--- config.mk ---
export PLATFORM = sky130hd
export DESIGN_NAME = pd30_decoder
export DESIGN_NICKNAME = d
export VERILOG_FILES = /design/src/rtl/pd30_decoder.sv
export SDC_FILE = /design/constraint.sdc
export NUM_CORES = 1
export LEC_CHECK = 0
export BUFFER_PORTS_ARGS = -buffer_cell sky130_fd_sc_hd__buf_2
export CAP_MARGIN = 20
export CORE_MARGIN = 2
export CORE_UTILIZATION = 49
export CTS_CLUSTER_DIAMETER = 200
export CTS_CLUSTER_SIZE = 14
export DETAILED_ROUTE_END_ITERATION = 12
export GPL_ROUTABILITY_DRIVEN = 1
export PLACE_DENSITY = 0.74
export SYNTH_ARGS = -nofsm -noshare
export SYNTH_HDL_FRONTEND = slang
export SYNTH_SLANG_ARGS = --single-unit
--- constraint.sdc ---
create_clock -name clk -period 1.9 [get_ports clk]
set_input_delay 0.095 -clock clk [delete_from_list [all_inputs] [get_ports clk]]
set_output_delay 0.095 -clock clk [all_outputs]
set_load 0.02 [all_outputs]
--- src/rtl/pd30_decoder.sv ---
// Priority-code decoder: a 2-entry FIFO of {in_any, in_code} feeds a two-state
// FSM that presents each decoded one-hot word on out for HOLD_CYCLES cycles.
module pd30_decoder #(
    parameter int HOLD_CYCLES = 3
) (
    input  logic       clk,
    input  logic       rst,
    input  logic       in_valid,
    output logic       in_ready,
    input  logic [1:0] in_code,
    input  logic       in_any,
    output logic [3:0] out,
    output logic       out_valid,
    output logic       busy,
    output logic [7:0] count
);

    typedef enum logic {IDLE, DRIVE} state_t;

    localparam logic [3:0] HOLD_LOAD = 4'(HOLD_CYCLES - 1);

    state_t     state;
    state_t     state_next;
    logic [2:0] fifo_mem [0:1];
    logic       wr_ptr;
    logic       rd_ptr;
    logic [1:0] occupancy;
    logic [3:0] hold_cnt;
    logic       empty;
    logic       full;
    logic       push;
    logic       pop;
    logic       clear;
    logic [2:0] head;

    assign empty    = (occupancy == 2'd0);
    assign full     = (occupancy == 2'd2);
    assign in_ready = ~full;
    assign push     = in_valid & ~full;
    assign head     = fifo_mem[rd_ptr];
    assign busy     = ~empty | (state == DRIVE);

    always_ff @(posedge clk or posedge rst) begin
        if (rst) begin
            state <= IDLE;
        end else begin
            state <= state_next;
        end
    end

    always_comb begin
        state_next = state;
        case (state)
            IDLE:    if (!empty) state_next = DRIVE;
            DRIVE:   if (hold_cnt == 4'd0 && empty) state_next = IDLE;
            default: state_next = IDLE;
        endcase
    end

    // A pop only ever looks at registered occupancy, so a word pushed this edge
    // cannot be popped until the next one.
    always_comb begin
        pop   = 1'b0;
        clear = 1'b0;
        case (state)
            IDLE: pop = ~empty;
            DRIVE: begin
                if (hold_cnt == 4'd0) begin
                    pop   = ~empty;
                    clear = empty;
                end
            end
            default: clear = 1'b1;
        endcase
    end

    always_ff @(posedge clk or posedge rst) begin
        if (rst) begin
            fifo_mem[0] <= 3'd0;
            fifo_mem[1] <= 3'd0;
            wr_ptr      <= 1'b0;
            rd_ptr      <= 1'b0;
            occupancy   <= 2'd0;
        end else begin
            if (push) begin
                fifo_mem[wr_ptr] <= {in_any, in_code};
                wr_ptr           <= ~wr_ptr;
            end
            if (pop) begin
                rd_ptr <= ~rd_ptr;
            end
            case ({push, pop})
                2'b10:   occupancy <= occupancy + 2'd1;
                2'b01:   occupancy <= occupancy - 2'd1;
                default: occupancy <= occupancy;
            endcase
        end
    end

    always_ff @(posedge clk or posedge rst) begin
        if (rst) begin
            out       <= 4'b0000;
            out_valid <= 1'b0;
            hold_cnt  <= 4'd0;
            count     <= 8'd0;
        end else if (pop) begin
            out       <= head[2] ? (4'b0001 << head[1:0]) : 4'b0000;
            out_valid <= 1'b1;
            hold_cnt  <= HOLD_LOAD;
            if (head[2] && count != 8'd255) begin
                count <= count + 8'd1;
            end
        end else if (clear) begin
            out       <= 4'b0000;
            out_valid <= 1'b0;
            hold_cnt  <= 4'd0;
        end else if (state == DRIVE && hold_cnt != 4'd0) begin
            hold_cnt <= hold_cnt - 4'd1;
        end
    end

endmodule

==> results.md <==
* Final Critical Period at 1.836 ns
* Setup TNS Final at 0 ns
* Post-synth top area share at 54.00%
* Power density cells at 1660 nW/um2
* Crit-path cells: inv_2 > ha_4 > or3b_4 > a211oi_4 > buf_4 > nand4_1 > xnor2_1
* Total Power at 2.729 mW
* Mapped cell area at 1297 um2
* GRT Residual Overflow at 0
* Clk sink count at 28
* Status: complete, no violations
* Max_slew headroom at 77.35%
* Startpoint Class: flip-flop
* Syn Area/Cell at 11.90 um2
* Drt wl/cell at 13.61 um
* Maximum capacitance violations at 0
* Slew @ Worst Pin at 0.3371 ns
* Final setup vio count at 0
* DRT iter0 DRCs at 26
* Tcrit/Tclk final at 96.65%
* Synthesized flop and latch total at 28
* Final RePlAce weighted congestion at 0.7739
* Warning count from the yosys run at 0
* Total I/O pin count at 21
* Num rows at 18
* First-pass GRT wire length at 4077 um
* Die Y at 55.46 um
* Post-detail-place hpwl at 1734 um
* Slowest-stage cell, CP: dfrtp_1
* Floorplan core area at 2500 um2
* Num CTS Buffers at 3
* Register area share after synthesis at 54.00%
* Vias in the first global route at 939
* I/O Buffers at 20
* Fraction of layout cells with a size suffix above 1 at 39.46%
* CTS max path bufs at 2
* Final Net Count at 157
* Clock Latency Late Sink at 0.32 ns
* Syn_nets at 118
* Drt first pass iters at 4
* Cells after Synth at 109
* Slew Limit Fails at 0
* Routed Antenna Nets at 0
* P&R area growth vs syn at 26.71%
* Kind of critical path: flip-flop to flip-flop
* Antenna violations before repair at 0
* Die W at 55.46 um
* Via count at 950
* Leak at 0.7780 nW
* Worst Path Arrival at 2.06 ns
* Die area at 3076 um2
* Setup Skew at 0.003223 ns
* Detail-routed via count per cell at 5.367
* DRC Markers at 0
* Worst-case vdd ir drop at 0.9648 mV
* CP max FO at 5
* CTS tree: done
* Worst hold path class: input port to flip-flop
* Area leader, netlist: dfrtp_1
* Initial core utilization at 51.90%
* Root Driver: clkbuf_4
* H-tree levels at 1
* Reg-to-reg slack, setup at 0.06 ns
* CP endpoint kind: flip-flop
* CP required at 2.12 ns
* Final Hold Violating Endpoints at 0
* Total Routing Usage GR at 16.50%
* Worst path max stage delay at 0.42 ns
* WL final at 2409 um
* RSZ-0062 raised after global routing: yes
* Peak Freq at 0.5446 GHz
* N_diodes at 0
* Synth area leaders: dfrtp_1, mux2_2, xnor2_1
* Cell variety after synth at 30
* Pin count of the biggest net entering global routing at 29
* Reg clk slew, reported paths at 0.14 ns
[layer usage]
layer  track usage (%)  vias up  part of all wire (%)
met5                 0        -                     0
met4             5.923        0                  0.42
met3             3.044        2                   2.8
met2             26.87       17                    50
met1             22.02      470                    47
li1                  -      461                     -
[layout make-up]
class / count / area [um2]
Tap cell: 30 / 37.54
Timing Repair Buffer: 36 / 230.2
Inverter: 6 / 22.52
Clock buffer: 4 / 36.28
Fill cell: 194 / 855.8
Sequential cell: 28 / 700.7
Multi-Input combinational cell: 73 / 616.8
[worst max-delay path, delay by kind of cell (launching register included)]
kind            cells  cell delay (ns)
compound gates      1             0.28
xor+xnor            1             0.15
fa+ha+maj           1             0.12
buf+inv             2             0.26
flops               1             0.42
simple gates        2             0.51
[final timing paths]
check / start / endpoint / depth (start not counted)
max: hold_cnt[1]$_DFFE_PP0P_ / count[7]$_DFFE_PP0P_ / 7
min: in_valid / wr_ptr$_DFFE_PP0P_ / 3
max reg2reg: hold_cnt[1]$_DFFE_PP0P_ / count[7]$_DFFE_PP0P_ / 7
min reg2reg: out[2]$_DFFE_PP0P_ / out[2]$_DFFE_PP0P_ / 1
max in group asynchronous: rst / wr_ptr$_DFFE_PP0P_ / 4
min in group asynchronous: rst / hold_cnt[0]$_DFFE_PP0P_ / 4
[stage by stage]
| step | utilization [%] | hold slack [ns] | worst slack (ns) | std cells | cell area (um2) |
|---|---|---|---|---|---|
| 2_1_floorplan | - | 0.1604 | 0.008941 | 109 | 1300 |
| 3_3_place_gp | 58.96 | 0.1678 | 0.03691 | 164 | 1474 |
| 3_5_place_dp | 58.96 | 0.1805 | -0.005764 | 164 | 1474 |
| 4_1_cts | 62.56 | 0.0004421 | 0.003632 | 172 | 1564 |
| 5_1_grt | 65.77 | 0.1283 | -0.02431 | 177 | 1644 |
| 6_report | 65.77 | 0.1262 | 0.06364 | 177 | 1644 |
[cell families (layout without fill, tap and decap cells)]
kind of cell    after synthesis  in the layout  share of synthesized area, %
flops                        28             28                         54.00
xor+xnor                     10             10                         6.751
buf+inv                       8             46                         2.989
compound gates               17             17                         10.32
fa+ha+maj                     3              3                         2.893
simple gates                 31             31                         12.63
mux                          12             12                         10.41
[report_power, final]
| group | total (mW) | internal (mW) | switching (mW) |
|---|---|---|---|
| clock | 0.284 | 0.117 | 0.166 |
| combinational | 1.36 | 0.708 | 0.657 |
| sequential | 1.08 | 0.842 | 0.238 |
[synth_stat cells]
master and count:
mux2_2 8, nor2b_1 1, a31oi_1 1, nand3_1 5, a211oi_4 1, or2b_1 1
o21ai_0 6, a32o_1 4, mux2_4 1, xor2_1 2, o2bb2ai_1 1, buf_2 1
o21ba_2 1, ha_1 3, o221ai_1 1, nand4_1 2, mux2i_1 3, and3_1 3
inv_1 6, dfrtp_1 28, nand2_1 7, nor3_1 2, and4_1 1, nand2_2 1
a21oi_1 2, nor2_1 5, nand2b_1 2, or3b_4 1, xnor2_1 8, buf_6 1
[placed cells by master, fill, tap and decap left out, types with 4 or more instances in the layout]
cell type      instances
a32o_1                 4
dfrtp_1               28
xnor2_1                7
dlygate4sd3_1          4
buf_4                 12
mux2_2                 8
nand2_1                6
o21ai_0                5
nor2_1                 4
buf_2                 20
nand3_1                5
[flip-flops by register name, summed over array words and instances, names as in the netlist]
signal,count
rd_ptr,1
hold_cnt,4
occupancy,2
state,1
out_valid,1
count,8
wr_ptr,1
out,4
fifo_mem,6
[timing repair]
item | in CTS | in global routing
hold endpoints to repair | 29 | 3
setup buffers | 2 | 3
endpoints found under the setup margin | 2 | 5
pin swaps | 3 | 2
resized for setup | 5 | 7
hold buffers | 2 | 2
(Power assumes the default switching activity.)
